$ cat src/rtl/logic_gate_pkg.sv
// Op encoding and the bitwise gate evaluator shared by the pipe.
package logic_gate_pkg;

  localparam int MAXW = 64;

  typedef enum logic [2:0] {
    OP_AND     = 3'd0,
    OP_OR      = 3'd1,
    OP_NAND    = 3'd2,
    OP_NOR     = 3'd3,
    OP_XOR     = 3'd4,
    OP_XNOR    = 3'd5,
    OP_NOTA    = 3'd6,
    OP_ILLEGAL = 3'd7
  } op_e;

  // Returns {result, err}; callers zero-extend operands and keep the low bits.
  function automatic logic [MAXW:0] gate_eval(input logic [MAXW-1:0] a,
                                              input logic [MAXW-1:0] b,
                                              input op_e             op);
    logic [MAXW-1:0] r;
    logic            e;
    r = '0;
    e = 1'b0;
    case (op)
      OP_AND:  r = a & b;
      OP_OR:   r = a | b;
      OP_NAND: r = ~(a & b);
      OP_NOR:  r = ~(a | b);
      OP_XOR:  r = a ^ b;
      OP_XNOR: r = ~(a ^ b);
      OP_NOTA: r = ~a;
      default: e = 1'b1;
    endcase
    return {r, e};
  endfunction

endpackage

$ cat src/rtl/res_fifo.sv
// Result FIFO with a registered head: 1-cycle write-to-head, head holds its last value when empty.
// Full drops pushes, empty ignores pops; head only changes on a pop or a push into an empty FIFO.
module res_fifo #(
  parameter int DW    = 9,
  parameter int DEPTH = 2
) (
  input  logic                     clk,
  input  logic                     rst_n,
  input  logic                     push_i,
  input  logic [DW-1:0]            din_i,
  input  logic                     pop_i,
  output logic [DW-1:0]            dout_o,
  output logic [$clog2(DEPTH):0]   cnt_o
);

  localparam int AW = $clog2(DEPTH);
  localparam logic [AW:0] FULL_CNT = (AW+1)'(DEPTH);
  localparam logic [AW:0] ONE_CNT  = (AW+1)'(1);

  logic [DW-1:0] mem_q [DEPTH];
  logic [AW-1:0] wr_ptr_q, rd_ptr_q, rd_nxt;
  logic [AW:0]   cnt_q, cnt_d;
  logic [DW-1:0] head_q, head_d;
  logic          wr_en, rd_en;

  assign wr_en  = push_i && (cnt_q != FULL_CNT);
  assign rd_en  = pop_i && (cnt_q != '0);
  assign rd_nxt = rd_ptr_q + 1'b1;

  always_comb begin
    cnt_d  = cnt_q;
    head_d = head_q;
    if (wr_en && !rd_en) begin
      cnt_d = cnt_q + 1'b1;
    end else if (rd_en && !wr_en) begin
      cnt_d = cnt_q - 1'b1;
    end
    // With one entry left, a pop exposes whatever is pushed at the same edge.
    if (rd_en) begin
      if (cnt_q > ONE_CNT) begin
        head_d = mem_q[rd_nxt];
      end else if (wr_en) begin
        head_d = din_i;
      end
    end else if (wr_en && (cnt_q == '0)) begin
      head_d = din_i;
    end
  end

  always_ff @(posedge clk) begin
    if (wr_en) begin
      mem_q[wr_ptr_q] <= din_i;
    end
  end

  always_ff @(posedge clk or negedge rst_n) begin
    if (!rst_n) begin
      wr_ptr_q <= '0;
      rd_ptr_q <= '0;
      cnt_q    <= '0;
      head_q   <= '0;
    end else begin
      cnt_q  <= cnt_d;
      head_q <= head_d;
      if (wr_en) wr_ptr_q <= wr_ptr_q + 1'b1;
      if (rd_en) rd_ptr_q <= rd_nxt;
    end
  end

  assign dout_o = head_q;
  assign cnt_o  = cnt_q;

endmodule

$ cat src/rtl/logic_gate_pipe.sv
// Bitwise gate unit feeding a DEPTH-entry result FIFO; result visible 1 cycle after acceptance.
// in_ready depends only on registered occupancy, so out_ready never reaches it combinationally.
module logic_gate_pipe
  import logic_gate_pkg::*;
#(
  parameter int WIDTH = 8,
  parameter int DEPTH = 2
) (
  input  logic             clk,
  input  logic             rst_n,
  input  logic             in_valid,
  output logic             in_ready,
  input  logic [WIDTH-1:0] a,
  input  logic [WIDTH-1:0] b,
  input  logic [2:0]       op,
  output logic             out_valid,
  input  logic             out_ready,
  output logic [WIDTH-1:0] y,
  output logic             err,
  output logic [15:0]      txn_cnt
);

  localparam int CW = $clog2(DEPTH) + 1;
  localparam logic [CW-1:0] FULL_CNT = CW'(DEPTH);

  logic [CW-1:0] cnt;
  logic          push, pop;
  logic [MAXW:0] res_full;
  logic [WIDTH:0] din, dout;
  logic [15:0]   txn_cnt_q, txn_cnt_d;

  assign in_ready  = rst_n && (cnt < FULL_CNT);
  assign out_valid = (cnt != '0);
  assign push      = in_valid && in_ready;
  assign pop       = out_valid && out_ready;

  assign res_full = gate_eval(MAXW'(a), MAXW'(b), op_e'(op));
  assign din      = res_full[WIDTH:0];

  generate
    if (WIDTH < MAXW) begin : g_hi
      logic unused_hi;
      assign unused_hi = ^res_full[MAXW:WIDTH+1];
    end
  endgenerate

  res_fifo #(
    .DW    (WIDTH + 1),
    .DEPTH (DEPTH)
  ) u_fifo (
    .clk    (clk),
    .rst_n  (rst_n),
    .push_i (push),
    .din_i  (din),
    .pop_i  (pop),
    .dout_o (dout),
    .cnt_o  (cnt)
  );

  assign y   = dout[WIDTH:1];
  assign err = dout[0];

  assign txn_cnt_d = txn_cnt_q + 16'd1;

  always_ff @(posedge clk or negedge rst_n) begin
    if (!rst_n) begin
      txn_cnt_q <= '0;
    end else if (push) begin
      txn_cnt_q <= txn_cnt_d;
    end
  end

  assign txn_cnt = txn_cnt_q;

endmodule

$ cat config.mk
export PLATFORM = sky130hd
export DESIGN_NAME = logic_gate_pipe
export DESIGN_NICKNAME = d
export VERILOG_FILES = /design/src/rtl/logic_gate_pkg.sv /design/src/rtl/res_fifo.sv /design/src/rtl/logic_gate_pipe.sv
export SDC_FILE = /design/constraint.sdc
export NUM_CORES = 1
export LEC_CHECK = 0
export BUFFER_PORTS_ARGS = -buffer_cell sky130_fd_sc_hd__buf_2
export CAP_MARGIN = 20
export CORE_MARGIN = 2
export CORE_UTILIZATION = 56
export DETAILED_ROUTE_END_ITERATION = 8
export PLACE_DENSITY = 0.8
export SYNTH_ARGS = -nofsm -noshare
export SYNTH_HDL_FRONTEND = slang
export SYNTH_SLANG_ARGS = --single-unit
export TNS_END_PERCENT = 100
$ cat constraint.sdc
create_clock -name clk -period 2.3 [get_ports clk]
set_input_delay 0.23 -clock clk [delete_from_list [all_inputs] [get_ports clk]]
set_output_delay 0.23 -clock clk [all_outputs]
set_load 0.005 [all_outputs]
# Yosys cells after proc, flatten, opt, wreduce, memory -nomap -nowiden

Memory sizes are Yosys's and may differ from the RTL's.
Cells that the tools add are included.

Register bits: 29
Bits in writable memories: 18
Input bits: 23
Output and inout bits: 27
Word-level logic and storage cells: 55
Memories: 1

$add $sub $neg: 5
Magnitude comparators: 2
Eq/ne operators: 8
Multiplexer cells: 10
Bitwise logic cells: 7
Reductions and logical operators: 17

Memory list:

| name         | depth | bits a word | read ports | clocked after Yosys merged registers in | write ports | line           | text |
|---|---|---|---|---|---|---|---|
| u_fifo.mem_q | 2     | 9           | 1          | 0                                       | 1           | res_fifo.sv:20 | `logic [DW-1:0] mem_q [DEPTH];` |

Operator list:

| operator                                                                        | number |
|---|---|
| 8-bit case mux with 7 select lines                                              | 1 |
| 9-bit 2-to-1 mux                                                                | 4 |
| 8-bit inverter                                                                  | 4 |
| 16-bit by 1-bit adder with 16-bit output, second input constant                 | 1 |
| 3-bit == test, second input constant                                            | 3 |
| 8-bit AND                                                                       | 1 |
| 1-bit logical AND                                                               | 8 |
| 8-bit OR                                                                        | 1 |
| 8-bit bitwise XOR                                                               | 1 |
| 7-bit OR reduction                                                              | 1 |
| 3-bit by 2-bit == test with 1-bit output, second input constant                 | 2 |
| 2-bit nonzero test                                                              | 3 |
| 2-bit 2-to-1 mux                                                                | 2 |
| 3-bit by 1-bit == test with 1-bit output, second input constant                 | 1 |
| 3-bit logical NOT                                                               | 1 |
| 1-bit 2-to-1 mux                                                                | 3 |
| 3-bit by 2-bit != test with 1-bit output, second input constant                 | 1 |
| 1-bit adder, second input constant                                              | 2 |
| 2-bit by 1-bit adder with 2-bit output, second input constant                   | 1 |
| 2-bit by 1-bit greater-than comparator with 1-bit output, second input constant | 1 |
| 1-bit logical NOT                                                               | 2 |
| 2-bit logical NOT                                                               | 1 |
| 2-bit < comparator, second input constant                                       | 1 |
| 2-bit != test, second input constant                                            | 1 |
| other kinds (2)                                                                 | 2 |

# Longest topological paths before layout

Gate-level depths: netlist of the first run.

Depth after elaboration: 8
Mapped depth: 8

# By module

A second synthesis of the first run with hierarchy kept.

Cell total of the unflattened synthesis: 263
Area, all modules: 2742.6 um2

Modules (own cells, without submodules):

| module          | times used | cells an instance | area an instance (um2) | sequential area each (um2) |
|---|---|---|---|---|
| logic_gate_pipe | 1          | 160               | 1401.3                 | 400.4 |
| res_fifo        | 1          | 103               | 1341.3                 | 865.8 |

# Least setup slack after synthesis of the first run

Ideal clock, no wire load.

Kind: register -> register
Start: register u_fifo.cnt_q[0] (netlist: u_fifo.cnt_o[0])
End: register u_fifo.head_q[5] (netlist: u_fifo.dout_o[5])
Library setup time: 0.126 ns
Arrival time: 1.698 ns
Setup slack: 0.476 ns
Stages on the path, launching flop included: 9
Path buffers: 1
Period minus slack after synthesis: 1.824 ns
Cells stage by stage: dfrtp_1 -> inv_1 -> ha_1 -> nand2b_4 -> or3_4 -> buf_6 -> nand2_4 -> nand2_4 -> a221o_1

Word-level cells in the longest chain between the ends: 7
Elaborated cells on any way between the ends: 16
Classes of those cells: 2 x order compare; 2 x eq/ne; 2 x mux; 10 x reduce/logical

Ends and longest elaborated chain:

| what                                 | line                  | text |
|---|---|---|
| from (decl)                          | res_fifo.sv:22        | `logic [AW:0] cnt_q, cnt_d;` |
| from (signal assigned)               | res_fifo.sv:63        | `cnt_q <= cnt_d;` |
| 2-bit < comparator                   | logic_gate_pipe.sv:32 | `assign in_ready = rst_n && (cnt < FULL_CNT);` |
| 1-bit logical AND                    | logic_gate_pipe.sv:32 |  |
| 1-bit logical AND                    | logic_gate_pipe.sv:34 | `assign push = in_valid && in_ready;` |
| 1-bit logical AND                    | res_fifo.sv:26        | `assign wr_en = push_i && (cnt_q != FULL_CNT);` |
| 1-bit logical AND                    | res_fifo.sv:45        | `end else if (wr_en && (cnt_q == '0)) begin` |
| 2-bit nonzero test (no source line)  | n/a                   |  |
| 2-bit AND reduction (no source line) | n/a                   |  |
| to (signal assigned)                 | res_fifo.sv:61        | `head_q <= '0;` |
| to (signal assigned)                 | res_fifo.sv:64        | `head_q <= head_d;` |
| to (decl)                            | res_fifo.sv:23        | `logic [DW-1:0] head_q, head_d;` |

Parallel ways exist; a longest one is shown, timed or not.
A chain may end at the register's enable or synchronous reset.

# Final worst setup path of the first run

Start: register u_fifo.cnt_q[0] (netlist: u_fifo.cnt_o[0])
End: register u_fifo.head_q[6] (netlist: u_fifo.dout_o[6])

The elaborated chain is that of the path after synthesis.

==> results by group, run 1 <==
Place
  • Setup WS pre-CTS: 0.3902 ns
  • Placed cells: 367
  • Dpl hpwl: 3.586 mm
  • GPL Wtd Cong: 0.7741
  • Port-buffer cells: 49

Worst hold path
  • Hold Crit Class: in2reg
  • Min-delay src: in_valid
  • WHS Path Cells: 4
  • Hold Path End: txn_cnt[1]

Synthesis
  • Yosys cell types: 42
  • Netlist Area Pre-Place: 0.002785 mm^2
  • Synth top area cells: dfrtp_1, edfxtp_1, ha_1
  • Commonest cells in the netlist: dfrtp_1, inv_1, ha_1
  • Most frequent cell after synthesis: dfrtp_1
  • Ys Warns: 0
  • Synthesized net count: 306
  • Post-synthesis cell count: 262
  • Area leader, netlist: dfrtp_1
  • Number of enable flip-flop cells after synthesis: 18
  • Synth Area per Inst: 10.63 um^2
  • Synth async-reset ratio: 61.70%
  • Synth Register Bits: 47
  • Most used DFF post-synth: dfrtp_1
  • Sequential-to-total area share from yosys stat: 45.46%
  • Top cell type's share of synthesized area: 26.06%

Run
  • Max-cap violations: 0

Worst setup path
  • Worst r2r src: u_fifo.cnt_o[0]
  • Crit Reg-Reg Endpoint: u_fifo.dout_o[6]
  • Critical Path RT: 2.48 ns
  • Cells on worst reg2reg path: 7
  • Critical path endpoint category: flop
  • R2r setup slk: 0.39 ns
  • Worst EP arrival: 2.09 ns
  • Startpoint Class: flop
  • Crit path max fanout: 10
  • Critical path class: reg2reg

Cells and area
  • Share of layout cells above drive strength 1: 22.01%
  • Post-Layout Cell Count: 376
  • Area Growth Syn to Fin: 12.08%
  • Fill cells: 365
  • Number of diodes: 0
  • Nets: 352

Floorplanning
  • Boundary Pins: 50
  • Initial core utilization: 58.58%
  • Cell row count: 25
  • Die Ht: 74.53 um
  • Die X: 74.53 um
  • Die ar.: 0.005554 mm^2
  • Core Area: 0.004755 mm^2

GRT
  • Initial antenna violation count: 0
  • Largest net degree at the start of global routing: 33
  • Vias in the first global route: 1,833
  • First-pass GRT wire length: 7.734 mm
  • Overflow after GRT: 0
  • Gr usage total: 18.29%

Clocking
  • Longest Clk Path Bufs: 2
  • Post-CTS sizing: 0
  • Clock root buffer: clkbuf_8
  • Worst-path clk slew: 0.08 ns
  • CTS Buf Count: 5
  • CTS tree: done
  • Skew-Pair Late Insertion Delay: 0.29 ns
  • Number of H-tree levels: 2
  • Setup Buffers After CTS: 0
  • Cts hold-fix bufs: 1
  • Num Clock Sinks: 47

STA
  • RSZ-0062 raised after global routing: no
  • Fin crit share: 83.13%
  • Endpoints failing hold: 0
  • Slew margin rel.: 64.84%
  • Slew @ Worst Pin: 0.5273 ns
  • Worst hold slack: 0.2138 ns
  • Final Slew Violations: 0
  • Max Clk Rate: 0.5230 GHz
  • Worst Setup Slack, final: 0.3880 ns
  • Min cycle time layout: 1.912 ns
  • Final setup vio count: 0
  • Setup Skew: 0.006298 ns
  • Setup TNS: 0 ns

Route
  • DRC: 0
  • Via density: 5.184
  • Iteration-0 DRC count of the detailed router: 76
  • Detail Route Antenna Nets: 0
  • Routed len/inst: 12.18 um
  • Via count: 1,949
  • DRT Pass-1 Iters: 4
  • WL final: 4.581 mm

Status
  • Status: finished clean

Power
  • Maximum VDD drop: 0.4769 mV
  • Lkg Pwr: 0.001529 uW
  • Total chip power: 2555 uW
  • Pwr/cell area: 818.5 mW/mm^2
## worst max-delay path by stage
stage,from,endpoint,cells after the start
final,u_fifo.cnt_o[0],u_fifo.dout_o[6],7
after global placement,u_fifo.cnt_o[0],u_fifo.dout_o[7],7
after CTS,u_fifo.cnt_o[0],u_fifo.dout_o[6],7
after global routing,rst_n,u_fifo.mem_q[1][2],6
after floorplan,u_fifo.cnt_o[0],u_fifo.dout_o[5],8
after detailed placement,u_fifo.cnt_o[0],u_fifo.dout_o[5],7
## logic make-up after synthesis
kind of cell	share of synthesized area [%]
compound gates	9.794
xor+xnor	6.604
fa+ha+maj	9.434
buf+inv	6.783
flops	45.46
mux	6.514
simple gates	15.41
## routing by layer
metal	global-route usage (%)	vias up	share of wire [%]
met1	22.11	890	46
met2	30.58	48	48
met4	9.127	0	2.6
li1	-	998	-
met5	0	-	0
met3	4.336	13	3.6
## state kept, by name (all words and copies together), names as in the netlist
name	flops
txn_cnt	16
u_fifo.cnt_o	2
u_fifo.mem_q	18
u_fifo.wr_ptr_q	1
u_fifo.dout_o	9
u_fifo.rd_ptr_q	1
## worst max-delay path, stage by stage (launching register included)
cell,delay [ns]
dfrtp_1,0.40
inv_1,0.08
ha_1,0.22
nand2b_4,0.16
or3_4,0.40
nand2_4,0.10
nand2_4,0.08
a221o_1,0.35
## cell type report
type,instances,area (um^2),share of cell area (%)
Clock buffer,7,80.08,2.565
Clock inverter,1,5.005,0.1603
Inverter,23,86.33,2.766
Multi-Input combinational cell,179,1330,42.61
Sequential cell,47,1266,40.56
Tap cell,67,83.83,2.685
Timing Repair Buffer,52,270.3,8.657
## report_power, final
group          switching (uW)  internal (uW)  leakage [uW]  total [uW]
Combinational             382            444      0.000945         826
Clock                     244            225     0.0000456         469
Sequential                184           1080      0.000538        1260
Total                     810           1750       0.00153        2560
## metrics by stage
stage / cell area [um^2] / utilization, %
6_report: 3122 / 65.66
5_1_grt: 3122 / 65.66
4_1_cts: 3122 / 65.66
3_5_place_dp: 3027 / 63.66
3_3_place_gp: 3027 / 63.66
2_1_floorplan: 2785 / -
## cells in the final DEF (no fill, tap or decap), types with 2 or more instances in the layout
master    instances
xnor2_1          15
and3_1            4
a21o_1            2
nor2b_1           3
nand2_1          20
xor2_1            6
o21ai_0          10
mux2i_1          17
a211oi_1          4
nor3b_1           3
nor2_1           17
o22ai_1           3
inv_1            22
clkbuf_8          5
buf_4             2
nand4_1           2
dfrtp_1          29
nor3_1           12
nand2_4           2
ha_1             21
buf_2            49
a22o_1            2
a221o_1           8
edfxtp_1         18
a21oi_1           9
nand2b_1          2
nand3_1           5
(Power assumes the default switching activity.)
==> run 2: changes to the inputs <==
--- a/config.mk
+++ b/config.mk
@@ -8,9 +8,9 @@
 export BUFFER_PORTS_ARGS = -buffer_cell sky130_fd_sc_hd__buf_2
 export CAP_MARGIN = 20
 export CORE_MARGIN = 2
-export CORE_UTILIZATION = 56
+export CORE_UTILIZATION = 50
 export DETAILED_ROUTE_END_ITERATION = 8
-export PLACE_DENSITY = 0.8
+export PLACE_DENSITY = 0.76
 export SYNTH_ARGS = -nofsm -noshare
 export SYNTH_HDL_FRONTEND = slang
 export SYNTH_SLANG_ARGS = --single-unit
==> constraint.sdc (replaced) <==
create_clock -name clk -period 1.6 [get_ports clk]
set_input_delay 0.16 -clock clk [delete_from_list [all_inputs] [get_ports clk]]
set_output_delay 0.16 -clock clk [all_outputs]
set_load 0.005 [all_outputs]
==> results by group, run 2 (synthesis gave the netlist of run 1 again) <==
Worst setup path
  • CP dominant cell by count: nand2_4
  • Cells on worst reg2reg path: 7
  • CP peak stage delay: 0.42 ns
  • Critical path class: reg2reg
  • Critical Path RT: 1.79 ns
  • Critical-path top delay cell: dfrtp_1
  • Worst r2r src: u_fifo.cnt_o[1]
  • Crit Reg-Reg Endpoint: u_fifo.dout_o[4]
  • Critical path endpoint category: flop
  • Crit path max fanout: 9
  • Startpoint Class: flop
  • Worst EP arrival: 1.92 ns
  • Worst-path cell chain: inv_2 -> ha_4 -> nand2b_4 -> or3_4 -> nand2_4 -> nand2_4 -> a221o_1
  • R2r setup slk: -0.12 ns

Route
  • Via count: 2,036
  • Via density: 5.065
  • DRT Pass-1 Iters: 4
  • Iteration-0 DRC count of the detailed router: 81
  • DRC: 0
  • Routed len/inst: 12.51 um
  • Detail Route Antenna Nets: 0
  • WL final: 5.031 mm

STA
  • Worst Setup Slack, final: -0.1240 ns
  • Max Clk Rate: 0.5801 GHz
  • Setup Skew: 0.005549 ns
  • Final setup vio count: 9
  • RSZ-0062 raised after global routing: yes
  • Worst hold slack: 0.1203 ns
  • Endpoints failing hold: 0
  • Slew @ Worst Pin: 0.4566 ns
  • Fin crit share: 107.7%
  • Setup TNS: -0.9519 ns
  • Slew margin rel.: 69.56%
  • Final Slew Violations: 0
  • Min cycle time layout: 1.724 ns

Power
  • Maximum VDD drop: 0.7380 mV
  • Clock network fraction of total power: 20.5%
  • Pwr/cell area: 1223 mW/mm^2
  • Register share of total power: 42.2%
  • Switch share: 30.86%
  • Int Pwr: 2863 uW
  • NetSw: 1278 uW
  • Gate power share: 37.3%
  • Lkg Pwr: 0.001655 uW

Clocking
  • Clock root buffer: clkbuf_8
  • Longest Clk Path Bufs: 2
  • CTS tree: done
  • Worst-path clk slew: 0.08 ns
  • CTS Buf Count: 5
  • Skew-Pair Late Insertion Delay: 0.30 ns
  • Number of H-tree levels: 2
  • Num Clock Sinks: 47

GRT
  • Overflow after GRT: 0
  • First-pass GRT wire length: 8.569 mm
  • Gr usage total: 17.57%
  • Largest net degree at the start of global routing: 30
  • Vias in the first global route: 1,925
  • Initial antenna violation count: 0

Cells and area
  • Multi-input logic area: 0.001370 mm^2
  • Commonest non-fill, non-tap cell in the layout: buf_2
  • Area Growth Syn to Fin: 21.56%
  • Sequential cell area: 0.001266 mm^2
  • Nets: 373
  • Utilization after layout: 62.25%
  • Cell area after layout: 0.003386 mm^2
  • Share of layout cells above drive strength 1: 28.79%
  • Fill cells: 440
  • Number of diodes: 0
  • Reg with most FFs: u_fifo.mem_q
  • Commonest non-fill, non-tap cells in the layout: buf_2, dfrtp_1, inv_1
  • Max FFs per register: 18

Status
  • Failing checks: setup timing
  • Status: finished, violations left

Floorplanning
  • Die Ht: 78.64 um
  • Core Area: 0.005439 mm^2
  • Cell row count: 27
  • Boundary Pins: 50
  • Initial core utilization: 51.21%
  • Die ar.: 0.006183 mm^2
  • Die X: 78.64 um

Run
  • Max-cap violations: 0

Place
  • GPL Wtd Cong: 0.7419
  • DP Area: 0.003194 mm^2
  • Port-buffer cells: 49
  • Dpl hpwl: 3.759 mm

Worst hold path
  • Hold Path End: txn_cnt[1]
  • WHS Path Cells: 4
  • Min-delay src: in_valid
  • Hold Crit Class: in2reg
## run 2: cell count changes in the layout (fill, tap and decap cells not counted), sizes merged
cell / before / now
buf: 51 / 72
clkbuf: 7 / 5
bufinv: 0 / 1
clkinv: 1 / 2
## run 2: cell type report
cell class,instances,share of cell area (%)
repair buffers,73,13.75
clock inverters,3,1.146
inverters,23,2.550
multi-input cells,179,40.47
well taps,72,2.661
clock buffers,5,2.033
flip-flops and latches,47,37.40
## run 2: power by group through the flow
stage | Clock [uW] | Sequential [uW] | Combinational [uW]
global placement | 0 | 1760 | 1460
finish | 848 | 1750 | 1550
floorplan | 0 | 1750 | 942
global route | 916 | 1780 | 1720
detailed placement | 0 | 1770 | 1510
CTS | 865 | 1750 | 1520
## run 2: what timing repair did
action,4_1_cts,5_1_grt
hold endpoints to repair,29,0
pin swaps,0,1
resized for setup,0,6
hold buffers,2,0
endpoints found under the setup margin,9,31
setup buffers,0,4
## run 2: worst max-delay path by stage
stage	end	slack (ns)	from
after floorplan	u_fifo.dout_o[5]	-0.14	u_fifo.cnt_o[1]
after global placement	u_fifo.dout_o[6]	-0.07	u_fifo.cnt_o[1]
after detailed placement	u_fifo.dout_o[2]	-0.13	u_fifo.cnt_o[1]
after CTS	u_fifo.dout_o[4]	-0.14	u_fifo.cnt_o[1]
after global routing	u_fifo.dout_o[3]	-0.21	u_fifo.cnt_o[1]
final	u_fifo.dout_o[4]	-0.12	u_fifo.cnt_o[1]
## run 2: routing by layer
metal  GRT usage, %  vias up  part of all wire [%]
met5              0        -                     0
met4          6.842        0                   1.3
li1               -     1040                     -
met2          29.91       47                    49
met3          4.023        6                   4.1
met1          21.55      943                    45
## run 2: critical path, delay by kind of cell, from the launching register on
kind | cells | cell delay [ns]
and+or+nand+nor | 4 | 0.63
buffers and inverters | 1 | 0.08
DFF | 1 | 0.42
adders and majority gates | 1 | 0.16
AOI/OAI and AO/OA | 1 | 0.33
## run 2: stage by stage
step	cells	worst slack (ns)	total power (uW)
detailed placement	388	-0.1277	3280
global placement	388	-0.06743	3215
floorplan	262	-0.1401	2690
global route	402	-0.2085	4416
CTS	398	-0.1364	4133
finish	402	-0.1240	4142
==> run 3: changes to the inputs <==
--- a/config.mk
+++ b/config.mk
@@ -11,6 +11,7 @@
 export CORE_UTILIZATION = 50
 export DETAILED_ROUTE_END_ITERATION = 8
 export PLACE_DENSITY = 0.76
+export RECOVER_POWER = 25
 export SYNTH_ARGS = -nofsm -noshare
 export SYNTH_HDL_FRONTEND = slang
 export SYNTH_SLANG_ARGS = --single-unit
==> results by group, run 3 (synthesis gave the netlist of run 1 again) <==
Clocking
  • Num Clock Sinks: 47
  • Number of H-tree levels: 2
  • CTS tree: done
  • CTS Buf Count: 5
  • Longest Clk Path Bufs: 2
  • Clock root buffer: clkbuf_8
  • Skew-Pair Late Insertion Delay: 0.30 ns
  • Worst-path clk slew: 0.08 ns

Cells and area
  • Nets: 373
  • Utilization after layout: 61.88%
  • Share of layout cells above drive strength 1: 28.18%
  • Reg with most FFs: u_fifo.mem_q
  • Area Growth Syn to Fin: 20.84%
  • Commonest non-fill, non-tap cell in the layout: buf_2
  • Commonest non-fill, non-tap cells in the layout: buf_2, dfrtp_1, inv_1
  • Number of diodes: 0
  • Max FFs per register: 18

STA
  • Fin crit share: 107.8%
  • Final Slew Violations: 0
  • Slew margin rel.: 53.40%
  • RSZ-0062 raised after global routing: yes
  • Min cycle time layout: 1.724 ns
  • Slew @ Worst Pin: 0.6989 ns
  • Final setup vio count: 9
  • Max Clk Rate: 0.5799 GHz
  • Worst hold slack: 0.1208 ns
  • Setup Skew: 0.006022 ns
  • Worst Setup Slack, final: -0.1244 ns
  • Endpoints failing hold: 0

Floorplanning
  • Die Ht: 78.64 um
  • Core Area: 0.005439 mm^2
  • Cell row count: 27
  • Initial core utilization: 51.21%
  • Die ar.: 0.006183 mm^2
  • Die X: 78.64 um
  • Boundary Pins: 50

Route
  • Detail Route Antenna Nets: 0
  • DRT Pass-1 Iters: 4
  • DRC: 0
  • Routed len/inst: 12.38 um
  • Via count: 2,035
  • WL final: 4.976 mm
  • Iteration-0 DRC count of the detailed router: 67
  • Via density: 5.062

Status
  • Failing checks: setup timing
  • Status: finished, violations left

Place
  • Dpl hpwl: 3.759 mm
  • Port-buffer cells: 49
  • Setup WS pre-CTS: -0.1277 ns
  • GPL Wtd Cong: 0.7419

Power
  • NetSw: 1273 uW
  • Clock network fraction of total power: 20.5%
  • Gate power share: 37.2%
  • Pwr/cell area: 1227 mW/mm^2
  • Maximum VDD drop: 0.7366 mV
  • Switch share: 30.82%
  • Lkg Pwr: 0.001644 uW
  • Int Pwr: 2858 uW
  • Register share of total power: 42.3%

Worst setup path
  • Critical path class: reg2reg
  • Critical Path RT: 1.79 ns
  • Critical path endpoint category: flop
  • R2r setup slk: -0.12 ns
  • Worst EP arrival: 1.91 ns
  • Crit path max fanout: 9
  • Startpoint Class: flop

GRT
  • Vias in the first global route: 1,925
  • Initial antenna violation count: 0
  • Gr usage total: 17.57%
  • Overflow after GRT: 0
  • Largest net degree at the start of global routing: 30
  • First-pass GRT wire length: 8.569 mm

Worst hold path
  • Hold Crit Class: in2reg

Run
  • Max-cap violations: 0
## run 3: through the flow
step	power (uW)	std cells	TNS [ns]	instance area [um^2]
floorplan	2690	262	-1.120	2801
global placement	3215	388	-0.5396	3194
detailed placement	3280	388	-0.9687	3194
CTS	4133	398	-1.055	3332
global route	4409	402	-1.953	3366
finish	4131	402	-0.9509	3366
## run 3: layer usage
layer	up-vias	share of wire, %	global-route usage [%]
met5	-	0	0
met4	0	1.4	6.842
met3	8	4.4	4.023
met2	55	49	29.91
met1	933	45	21.55
li1	1039	-	-
## run 3: final timing paths
path / startpoint / endpoint / cells after the start
worst max register to register: u_fifo.cnt_o[1] / u_fifo.dout_o[4] / 7
worst min register to register: txn_cnt[15] / txn_cnt[15] / 1
max in group asynchronous: rst_n / u_fifo.dout_o[2] / 4
worst max-delay path: u_fifo.cnt_o[1] / u_fifo.dout_o[4] / 7
min in group asynchronous: rst_n / txn_cnt[2] / 4
worst min-delay path: in_valid / txn_cnt[1] / 4
## run 3: cell type report
type / count / area [um^2]
clock buffer: 5 / 68.82
clock inverter: 3 / 38.79
fill: 444 / 2073
inverter: 23 / 86.33
multi-input combinational: 179 / 1370
sequential: 47 / 1266
tap: 72 / 90.09
timing repair buffer: 73 / 445.4
## run 3: what timing repair did
| item | 4_1_cts | 5_1_grt |
|---|---|---|
| hold endpoints to repair | 29 | 0 |
| endpoints found under the setup margin | 9 | 31 |
| buffers inserted | 0 | 4 |
| hold buffers | 2 | 0 |
| pin swaps | 0 | 1 |
| cloned | 0 | 0 |
| gates resized for setup | 0 | 6 |
## run 3: worst max-delay path, stage by stage, from the launching register on
cell,delay [ns]
dfrtp_1,0.42
inv_2,0.08
ha_4,0.16
nand2b_4,0.13
or3_4,0.35
nand2_4,0.07
nand2_4,0.08
a221o_1,0.33
## run 3: power by group through the flow
stage	Clock (uW)	Combinational [uW]	Sequential [uW]
global placement	0	1460	1760
detailed placement	0	1510	1770
finish	846	1540	1750
CTS	865	1520	1750
global route	916	1710	1780
floorplan	0	942	1750
